[config.mk]
export PLATFORM = sky130hd
export DESIGN_NAME = life_phase_scheduler
export DESIGN_NICKNAME = d
export VERILOG_FILES = /design/src/rtl/life_pkg.sv /design/src/rtl/life_frame_divider.sv /design/src/rtl/life_phase_scheduler.sv
export SDC_FILE = /design/constraint.sdc
export NUM_CORES = 1
export LEC_CHECK = 0
export ABC_CLOCK_PERIOD_IN_PS = 3600
export CAP_MARGIN = 0
export CORE_MARGIN = 3
export CORE_UTILIZATION = 37
export DETAILED_ROUTE_END_ITERATION = 12
export MAX_ROUTING_LAYER = met4
export PLACE_DENSITY = 0.7
export SLEW_MARGIN = 20
export SYNTH_ARGS = -nofsm -noshare
export SYNTH_HDL_FRONTEND = slang
export SYNTH_SLANG_ARGS = --single-unit
[constraint.sdc]
create_clock -name clk -period 3.6 [get_ports clk]
set_input_delay 0.72 -clock clk [delete_from_list [all_inputs] [get_ports clk]]
set_output_delay 0.72 -clock clk [all_outputs]
set_load 0.02 [all_outputs]
[src/rtl/life_pkg.sv]
// Shared types and constants for the Game-of-Life board engines and scheduler.
//
// Contents:
//   phase_e     - scheduler phase encoding (IDLE=0, UPDATE=1, COPY=2, INIT=3)
//   LOG_WIDTH   - log2 of board width in cells
//   LOG_HEIGHT  - log2 of board height in cells
//   BOARD_SIZE  - total cell count
//   phase_busy  - true for every phase other than IDLE
package life_pkg;

  localparam int unsigned LOG_WIDTH  = 5;
  localparam int unsigned LOG_HEIGHT = 4;
  localparam int unsigned BOARD_SIZE = 1 << (LOG_WIDTH + LOG_HEIGHT);

  typedef enum logic [1:0] {
    PhaseIdle   = 2'd0,
    PhaseUpdate = 2'd1,
    PhaseCopy   = 2'd2,
    PhaseInit   = 2'd3
  } phase_e;

  function automatic logic phase_busy(input phase_e p);
    return p != PhaseIdle;
  endfunction

endpackage

[src/rtl/life_frame_divider.sv]
// Frame pacing for the generation scheduler. Counts frame_start pulses while
// free-running, holds a single-step request while stopped, and emits gen_tick
// on the frame_start cycle that should launch a generation.
//
// Ports:
//   clk, reset      - clock, synchronous active-high reset
//   frame_start     - one-cycle pulse at start of vblank
//   run             - level, free-running generations
//   step            - pulse, request one generation while run=0
//   idle            - scheduler is in IDLE; frames arriving while busy are dropped
//   frames_per_gen  - frames per generation, 0 treated as 1
//   gen_tick        - one-cycle launch request (only ever asserted while idle)
module life_frame_divider #(
  parameter int unsigned FRAME_DIV_W = 4
) (
  input  logic                   clk,
  input  logic                   reset,
  input  logic                   frame_start,
  input  logic                   run,
  input  logic                   step,
  input  logic                   idle,
  input  logic [FRAME_DIV_W-1:0] frames_per_gen,
  output logic                   gen_tick
);

  logic [FRAME_DIV_W-1:0] frame_cnt_q, frame_cnt_d;
  logic                   step_pending_q, step_pending_d;
  logic                   run_q;

  // One extra bit so count+1 never wraps before the compare.
  logic [FRAME_DIV_W:0]   cnt_inc;
  logic [FRAME_DIV_W:0]   div_eff;
  logic                   div_reached;

  always_comb begin
    cnt_inc     = {1'b0, frame_cnt_q} + 1'b1;
    div_eff     = (frames_per_gen == '0) ? {{FRAME_DIV_W{1'b0}}, 1'b1}
                                         : {1'b0, frames_per_gen};
    // Compared live, so lowering frames_per_gen below the count launches on
    // the very next frame.
    div_reached = cnt_inc >= div_eff;
  end

  always_comb begin
    gen_tick       = 1'b0;
    frame_cnt_d    = frame_cnt_q;
    step_pending_d = step_pending_q;

    if (!run) begin
      frame_cnt_d = '0;
      if (idle && frame_start && step_pending_q) begin
        gen_tick       = 1'b1;
        step_pending_d = 1'b0;
      end else if (idle && step) begin
        step_pending_d = 1'b1;
      end
    end else begin
      if (!run_q) begin
        step_pending_d = 1'b0;
      end
      if (idle && frame_start) begin
        if (div_reached) begin
          gen_tick    = 1'b1;
          frame_cnt_d = '0;
        end else begin
          frame_cnt_d = cnt_inc[FRAME_DIV_W-1:0];
        end
      end
    end
  end

  always_ff @(posedge clk) begin
    if (reset) begin
      frame_cnt_q    <= '0;
      step_pending_q <= 1'b0;
      run_q          <= 1'b0;
    end else begin
      frame_cnt_q    <= frame_cnt_d;
      step_pending_q <= step_pending_d;
      run_q          <= run;
    end
  end

endmodule

[src/rtl/life_phase_scheduler.sv]
// Generation phase scheduler for the Game-of-Life engines. Launches generations
// only on frame_start (vblank) via life_frame_divider, then walks
// UPDATE -> COPY -> IDLE, or INIT -> IDLE for randomisation, using one-cycle
// start/done handshakes with each engine. A watchdog aborts a phase that never
// completes and raises a sticky timeout_err.
//
// Optional build macro LIFE_AUTO_RESEED_EN: adds input copy_changed and a stall
// counter; after STALL_LIMIT consecutive generations with no cell change the
// next launch is forced to INIT.
//
// Ports:
//   clk, reset                      - clock, synchronous active-high reset
//   frame_start, run, step          - pacing controls (see life_frame_divider)
//   randomize                       - sampled at launch: 1 = INIT instead of UPDATE
//   frames_per_gen                  - frames per generation, 0 treated as 1
//   init_start/upd_start/copy_start - one-cycle engine start pulses
//   init_done/upd_done/copy_done    - one-cycle engine completion pulses
//   copy_changed                    - (LIFE_AUTO_RESEED_EN) valid with copy_done
//   phase                           - IDLE=0, UPDATE=1, COPY=2, INIT=3
//   busy                            - phase != IDLE
//   gen_count                       - completed generations since last INIT
//   timeout_err                     - sticky watchdog flag
module life_phase_scheduler
  import life_pkg::*;
#(
  parameter int unsigned FRAME_DIV_W = 4,
  parameter int unsigned GEN_W       = 16,
`ifdef LIFE_AUTO_RESEED_EN
  parameter int unsigned STALL_LIMIT = 8,
`endif
  parameter int unsigned TIMEOUT_W   = 16
) (
  input  logic                   clk,
  input  logic                   reset,
  input  logic                   frame_start,
  input  logic                   run,
  input  logic                   step,
  input  logic                   randomize,
  input  logic [FRAME_DIV_W-1:0] frames_per_gen,
  input  logic                   init_done,
  input  logic                   upd_done,
  input  logic                   copy_done,
`ifdef LIFE_AUTO_RESEED_EN
  input  logic                   copy_changed,
`endif
  output logic                   init_start,
  output logic                   upd_start,
  output logic                   copy_start,
  output logic [1:0]             phase,
  output logic                   busy,
  output logic [GEN_W-1:0]       gen_count,
  output logic                   timeout_err
);

  // Abort fires during the (2^TIMEOUT_W-1)th busy cycle of a phase.
  localparam logic [TIMEOUT_W-1:0] WdLast = {TIMEOUT_W{1'b1}} - 1'b1;

  phase_e               phase_q, phase_d;
  logic                 entry_q, entry_d;
  logic [GEN_W-1:0]     gen_q, gen_d;
  logic [TIMEOUT_W-1:0] wd_q, wd_d;
  logic                 timeout_q, timeout_d;
  logic                 leave;
  logic                 gen_tick;
  logic                 force_init;
  logic                 is_idle;

  assign is_idle = (phase_q == PhaseIdle);

  life_frame_divider #(
    .FRAME_DIV_W (FRAME_DIV_W)
  ) u_frame_divider (
    .clk            (clk),
    .reset          (reset),
    .frame_start    (frame_start),
    .run            (run),
    .step           (step),
    .idle           (is_idle),
    .frames_per_gen (frames_per_gen),
    .gen_tick       (gen_tick)
  );

`ifdef LIFE_AUTO_RESEED_EN
  localparam int unsigned StallW = $clog2(STALL_LIMIT + 1);
  localparam logic [StallW-1:0] StallMax = StallW'(STALL_LIMIT);

  logic [StallW-1:0] stall_q, stall_d;

  assign force_init = (stall_q >= StallMax);

  always_comb begin
    stall_d = stall_q;
    if (phase_q == PhaseCopy && copy_done && !entry_q) begin
      if (copy_changed) begin
        stall_d = '0;
      end else if (stall_q != StallMax) begin
        stall_d = stall_q + 1'b1;
      end
    end
    if (phase_q == PhaseInit && init_done && !entry_q) begin
      stall_d = '0;
    end
    if (is_idle && gen_tick && force_init) begin
      stall_d = '0;
    end
  end

  always_ff @(posedge clk) begin
    if (reset) begin
      stall_q <= '0;
    end else begin
      stall_q <= stall_d;
    end
  end
`else
  assign force_init = 1'b0;
`endif

  always_comb begin
    phase_d   = phase_q;
    entry_d   = 1'b0;
    gen_d     = gen_q;
    timeout_d = timeout_q;
    leave     = 1'b0;

    // Done on the entry cycle is ignored: it cannot belong to this start.
    unique case (phase_q)
      PhaseIdle: begin
        if (gen_tick) begin
          phase_d = (randomize || force_init) ? PhaseInit : PhaseUpdate;
          entry_d = 1'b1;
        end
      end
      PhaseUpdate: begin
        if (upd_done && !entry_q) begin
          phase_d = PhaseCopy;
          entry_d = 1'b1;
          leave   = 1'b1;
        end
      end
      PhaseCopy: begin
        if (copy_done && !entry_q) begin
          phase_d = PhaseIdle;
          gen_d   = gen_q + 1'b1;
          leave   = 1'b1;
        end
      end
      PhaseInit: begin
        if (init_done && !entry_q) begin
          phase_d = PhaseIdle;
          gen_d   = '0;
          leave   = 1'b1;
        end
      end
      default: ;
    endcase

    if (!is_idle && !leave && wd_q == WdLast) begin
      phase_d   = PhaseIdle;
      timeout_d = 1'b1;
    end

    if (entry_d || phase_d == PhaseIdle) begin
      wd_d = '0;
    end else begin
      wd_d = wd_q + 1'b1;
    end
  end

  always_ff @(posedge clk) begin
    if (reset) begin
      // Boot randomisation: INIT with a pending start pulse.
      phase_q   <= PhaseInit;
      entry_q   <= 1'b1;
      gen_q     <= '0;
      wd_q      <= '0;
      timeout_q <= 1'b0;
    end else begin
      phase_q   <= phase_d;
      entry_q   <= entry_d;
      gen_q     <= gen_d;
      wd_q      <= wd_d;
      timeout_q <= timeout_d;
    end
  end

  // Gated by reset so no engine sees a start while the scheduler is held.
  assign init_start  = entry_q && !reset && (phase_q == PhaseInit);
  assign upd_start   = entry_q && !reset && (phase_q == PhaseUpdate);
  assign copy_start  = entry_q && !reset && (phase_q == PhaseCopy);
  assign phase       = phase_q;
  assign busy        = phase_busy(phase_q);
  assign gen_count   = gen_q;
  assign timeout_err = timeout_q;

endmodule

==> results.json, run 1 <==
{
  "skew_ns": 0.007944,
  "yosys-top-cells-count": "42 x dfxtp_1, 26 x nor2_1, 17 x nand3_1",
  "yosysTopAreaCell": "dfxtp_1",
  "place_congestion": 0.8058,
  "synth-seq-cells": 42,
  "cts.clk_slew.worst_paths_ns": 0.07,
  "vias": 1820,
  "yosysWarnings": 0,
  "slowest_stage": "clkdlybuf4s50_1",
  "gr-usage-met3": 0.02718,
  "finalCriticalPeriod_ns": 2.908,
  "cts-htree-levels": 2,
  "p_switching_uw": 241.3,
  "synth_edf_count": 0,
  "hold_buffers": 0,
  "maxSlewHeadroom": 0.5754,
  "power_density_nw_per_um2": 322.3,
  "leakagePower_nw": 0.9728,
  "ant_nets": 0,
  "post_route_cells_drive_above_1_share": 0.1579,
  "cts_sinks": 42,
  "die_h_um": 84.86,
  "port_buffers": 35,
  "max_stage_delay_ns": 0.65,
  "worstPathCellList": "clkdlybuf4s50_1 -> nand2b_1 -> nor3b_1 -> clkdlybuf4s50_1",
  "grt_max_degree": 17,
  "path_buf_inv": 2,
  "cp_common_cell": "clkdlybuf4s50_1",
  "antenna_found_initial": 0,
  "async_reset_ff_frac": 0,
  "status": "finished, final reports clean",
  "track_usage": 0.1286,
  "worstSetupEndpointType": "primary output",
  "setup-tns-final_ns": 0,
  "yosys.area.top_type_share": 0.3654,
  "pwr-share-seq": 0.544,
  "cts_buffer_depth": 2,
  "routed_wirelength_um": 4264,
  "first_global_vias": 1709,
  "area_growth_pct": 21.26,
  "hold_violations": 0,
  "post_cts_buffers": 0,
  "grt_busiest_layer": "met2",
  "n_antenna_cell": 0,
  "finalSetupViolCount": 0,
  "nFillCells": 599,
  "synthTopCellsByArea": "dfxtp_1 37%, xor2_1 5.7%, xnor2_1 5.3%",
  "cap_viol_max_count": 0,
  "crit_type": "input pin to primary output",
  "cts_tree": "done",
  "min_period_over_period": 0.8078,
  "clkLatencyLatePin_ns": 0.29,
  "cts_buffers": 5,
  "syn-cell-area_um2": 2301,
  "crit_path_max_fanout": 3,
  "cp.required_ns": 2.88,
  "cts_root_buffer": "clkbuf_8",
  "sw_frac_of_total": 0.2683,
  "synth_cell_types": 54,
  "met2_usage": 0.2028,
  "die_w_um": 84.86,
  "cp_top_family": "buffers and inverters",
  "core.rowCount": 28,
  "synthCells": 247,
  "regArea_um2": 840.8,
  "cts_resized": 0,
  "p_int_uw": 658.1,
  "start_util": 0.3863,
  "multi_input_area_um2": 1355,
  "clkPwrFrac": 0.332,
  "grt_first_pass_wirelength_um": 7541,
  "via_per_inst": 5.056,
  "use_met1": 0.1700,
  "fmax_mhz": 343.9,
  "fin_nets": 305,
  "core-area_um2": 5956,
  "ys_seq_area_frac": 0.3654,
  "vdd_drop_max_uv": 205.1,
  "dpl.hpwl_um": 3170,
  "detail_route.wl_per_cell_um": 11.84,
  "synth_top_flop_cell": "dfxtp_1",
  "ios": 36,
  "tightest_slew_ns": 0.6360,
  "rsz0062_at_grt": "false",
  "hold_class": "flip-flop to flip-flop",
  "drc_errors": 0,
  "postSynthAreaPerCell_um2": 9.316,
  "grt_overflow": 0,
  "die_area_um2": 7201,
  "place_ws_ns": 0.4881,
  "drtPass1Iterations": 4,
  "report.final.slew_viol_count": 0,
  "startpoint_type": "input pin",
  "drt_first_iter_violations": 44,
  "crit_arrival_ns": 2.19,
  "fin_ws_ns": 0.6919,
  "syn-num-nets": 268,
  "yosysMostFrequentCell": "dfxtp_1",
  "combPwrFrac": 0.124
}
layer usage:
metal | routed length, µm | part of all wire
met1 | 2126 | 0.50
met2 | 1956 | 0.46
met3 | 131 | 0.031
met4 | 50 | 0.012
met5 | 0 | 0
cells in the final DEF (no fill, tap or decap), types with 5 or more instances in the layout:
master	synthesis	final
nor2_1	26	26
xnor2_1	14	14
o21ai_0	6	6
nor3_2	11	11
dfxtp_1	42	42
clkbuf_8	0	5
nand2_1	16	16
nor3_1	13	13
inv_1	12	12
a21oi_1	9	9
clkdlybuf4s50_1	0	35
nand3_1	17	17
xor2_1	15	15
ha_1	8	8
state kept, by name (all words and copies together), names as in the netlist:
register,count
gen_count,16
wd_q,16
u_frame_divider.frame_cnt_q,4
phase,2
entry_q,1
timeout_err,1
u_frame_divider.run_q,1
u_frame_divider.step_pending_q,1
final cells by class:
cell class | count | share of cell area
well taps | 75 | 0.03363
flip-flops and latches | 42 | 0.3013
repair buffers | 37 | 0.1309
multi-input cells | 186 | 0.4856
inverters | 12 | 0.01614
clock inverters | 3 | 0.007623
clock buffers | 5 | 0.02466
worst min-delay path, delay by kind of cell, from the launching register on:
kind,cells,cell delay (ns)
buffers and inverters,1,0.05
AOI/OAI and AO/OA,1,0.05
DFF,1,0.32
stage by stage:
step	hold slack, ns	cell area, µm²	instances	power [mW]	utilization
floorplan	0.4536	2301	247	0.5789	-
global placement	0.4503	2700	352	0.6105	0.4534
detailed placement	0.4522	2700	352	0.6114	0.4534
CTS	0.4655	2790	360	0.9132	0.4685
global route	0.5121	2790	360	0.9407	0.4685
finish	0.4649	2790	360	0.8994	0.4685
power groups by stage:
stage	Clock (mW)	Sequential, mW	Combinational, mW
floorplan	0	0.496	0.0831
global placement	0	0.500	0.111
detailed placement	0	0.500	0.112
CTS	0.312	0.489	0.112
global route	0.327	0.491	0.123
finish	0.299	0.489	0.112
path summary, 6_finish.rpt:
kind / from / to / slack (ns) / cells past startpoint
worst min register to register: timeout_err / timeout_err / 0.46 / 2
worst max register to register: u_frame_divider.frame_cnt_q[0] / wd_q[3] / 1.33 / 7
worst max-delay path: reset / upd_start / 0.69 / 4
worst min-delay path: timeout_err / timeout_err / 0.46 / 2
cells by family after synthesis:
| family | Yosys count | synth area share |
|---|---|---|
| flip-flops | 42 | 0.3654 |
| XOR/XNOR | 29 | 0.1104 |
| AND/OR/NAND/NOR | 116 | 0.3061 |
| adder cells (fa/ha/maj) | 8 | 0.04350 |
| AO/OA/AOI/OAI | 31 | 0.1180 |
| buffers and inverters | 19 | 0.04567 |
| multiplexers | 2 | 0.01087 |
Note: power is estimated with default switching activity, not from simulation.
==> run 2, diff against run 1 <==
ABC_CLOCK_PERIOD_IN_PS = 2850   (was 3600)
clock period = 2.85 ns   (was 3.6 ns; I/O delays follow)
==> run 2 against run 1 <==
Net effect: count of clock-buffer cells in the layout is 1 higher; sequential share of layout area is 0.45 points lower; clock power is 58% higher; sequential power is 26% higher; wire length is 3.4% higher; first-iteration DRC count is 82% higher; final cell count stayed put; register-to-register slack worse by 0.73 ns; via count is 1.2% lower; power is 38% higher; hold slack better by 0.0037 ns; non-clock buffer count is 1 higher; critical path type is now input pin to flip-flop; largest cell class unchanged; largest power group unchanged.
==> results.json, run 2 (synthesized netlist as in run 1, its figures left out) <==
{
  "cts.clk_slew.worst_paths_ns": 0.08,
  "cts_resized": 0,
  "setup-tns-final_ns": 0,
  "ant_nets": 0,
  "via_per_inst": 4.994,
  "instances_no_fill": 360,
  "maxSlewHeadroom": 0.5601,
  "track_usage": 0.1365,
  "cts_buffer_depth": 2,
  "met1_length_um": 2155,
  "cp.required_ns": 3.00,
  "clkPwrFrac": 0.382,
  "core-area_um2": 5956,
  "drc_errors": 0,
  "place_congestion": 0.7961,
  "grt_overflow": 0,
  "layout_common_cells": "42 x dfxtp_1, 35 x clkdlybuf4s50_1, 26 x nor2_1",
  "antenna_found_initial": 0,
  "post_route_cells_drive_above_1_share": 0.1579,
  "p_int_uw": 944.1,
  "drtPass1Iterations": 4,
  "min_to": "timeout_err",
  "post_cts_buffers": 0,
  "rr_worst_depth": 7,
  "fmax_mhz": 384.3,
  "cts_root_buffer": "clkbuf_8",
  "startpoint_type": "input pin",
  "grt_first_pass_wirelength_um": 7997,
  "post-place-cells": 353,
  "vias": 1798,
  "fin_nets": 306,
  "r2r-start": "u_frame_divider.frame_cnt_q[0]",
  "totalPowerFinal_mw": 1.238,
  "crit_path_max_fanout": 16,
  "grt_max_degree": 17,
  "reg2reg_to": "wd_q[6]",
  "p_switching_uw": 293.7,
  "finalCriticalPeriod_ns": 2.602,
  "power_density_nw_per_um2": 436.9,
  "leakagePower_nw": 0.9939,
  "nFillCells": 572,
  "final_area_um2": 2833,
  "port_buffers": 35,
  "ios": 36,
  "vdd_drop_max_uv": 189.8,
  "sw_frac_of_total": 0.2372,
  "skew_ns": 0.002309,
  "die_area_um2": 7201,
  "route.top_layer_used": "met4",
  "rrSetupSlack_ns": 0.60,
  "tightest_slew_ns": 0.6590,
  "place_ws_ns": -0.04900,
  "cts_buffers": 5,
  "worstSetupEndpointType": "flip-flop",
  "area_growth_pct": 23.11,
  "hold_buffers": 0,
  "holdWs_ns": 0.4686,
  "drt_first_iter_violations": 80,
  "core.rowCount": 28,
  "wl_met3_um": 124,
  "combPwrFrac": 0.118,
  "hold_violations": 0,
  "layout_commonest_cell": "dfxtp_1",
  "n_antenna_cell": 0,
  "cts_sinks": 42,
  "cap_viol_max_count": 0,
  "report.final.slew_viol_count": 0,
  "hold_path.startpoint": "timeout_err",
  "cts-htree-levels": 2,
  "die_h_um": 84.86,
  "crit_arrival_ns": 2.76,
  "cts_tree": "done",
  "crit_type": "input pin to flip-flop",
  "hold_class": "flip-flop to flip-flop",
  "postPlaceCellArea_um2": 2720,
  "min_period_over_period": 0.9131,
  "detail_route.wl_per_cell_um": 12.25,
  "clkLatencyLatePin_ns": 0.29,
  "finalSetupViolCount": 0,
  "fin_ws_ns": 0.2475,
  "start_util": 0.3863,
  "die_w_um": 84.86,
  "hold_depth": 2,
  "first_global_vias": 1789,
  "dpl.hpwl_um": 3275,
  "wl_met2_um": 2061,
  "status": "finished, final reports clean",
  "pwr-share-seq": 0.499,
  "rsz0062_at_grt": "false",
  "utilization": 0.4756,
  "routed_wirelength_um": 4409
}
## run 2: cell types whose count changed in the layout (fill, tap and decap cells not counted)
cell,previous run,this run
clkinv_2,1,0
clkinv_4,1,0
clkbuf_8,5,6
buf_12,0,1
clkinvlp_4,1,0
bufinv_16,0,1
## run 2: layer usage
| layer | track usage | vias up |
|---|---|---|
| li1 | - | 944 |
| met4 | 0.04317 | 0 |
| met1 | 0.1733 | 829 |
| met2 | 0.2192 | 20 |
| met3 | 0.02718 | 5 |
| met5 | - | - |
## run 2: layout make-up
cell class / instances / area [µm²] / share of cell area
multi-input cells: 186 / 1355 / 0.4784
clock inverters: 1 / 30.03 / 0.01060
flip-flops and latches: 42 / 840.8 / 0.2968
clock buffers: 6 / 82.58 / 0.02915
inverters: 12 / 45.04 / 0.01590
repair buffers: 38 / 385.4 / 0.1360
well taps: 75 / 93.84 / 0.03313
## run 2: how the worst max path moves through the flow
stage	slack [ns]	start	end	cells after the start
final	0.25	frames_per_gen[2]	wd_q[3]	10
after global routing	0.07	frames_per_gen[2]	wd_q[6]	10
after CTS	0.24	reset	copy_start	4
after detailed placement	-0.05	frames_per_gen[2]	wd_q[6]	10
after global placement	0.01	frames_per_gen[2]	wd_q[6]	10
after floorplan	0.46	frames_per_gen[2]	wd_q[0]	9
## run 2: critical path, stage by stage
cell and delay, ns:
clkdlybuf4s50_1 0.45, inv_1 0.05, a31o_2 0.23, ha_1 0.26, nand2b_1 0.15, a211oi_2 0.28
o221ai_2 0.18, a211oi_4 0.32, buf_12 0.20, nor3_1 0.07
## run 2: power groups by stage
stage          Sequential (mW)  Combinational, mW  Clock, mW
6_report                 0.618              0.146      0.473
5_1_grt                  0.622              0.162      0.514
4_1_cts                  0.618              0.147      0.488
3_5_place_dp             0.632              0.147          0
3_3_place_gp             0.631              0.146          0
2_1_floorplan            0.626              0.105          0
==> run 3, diff against run 2 <==
CAP_MARGIN = 20   (was 0)
==> results of run 3 <==
The final DEF is identical to that of run 2; final timing and power are the same.
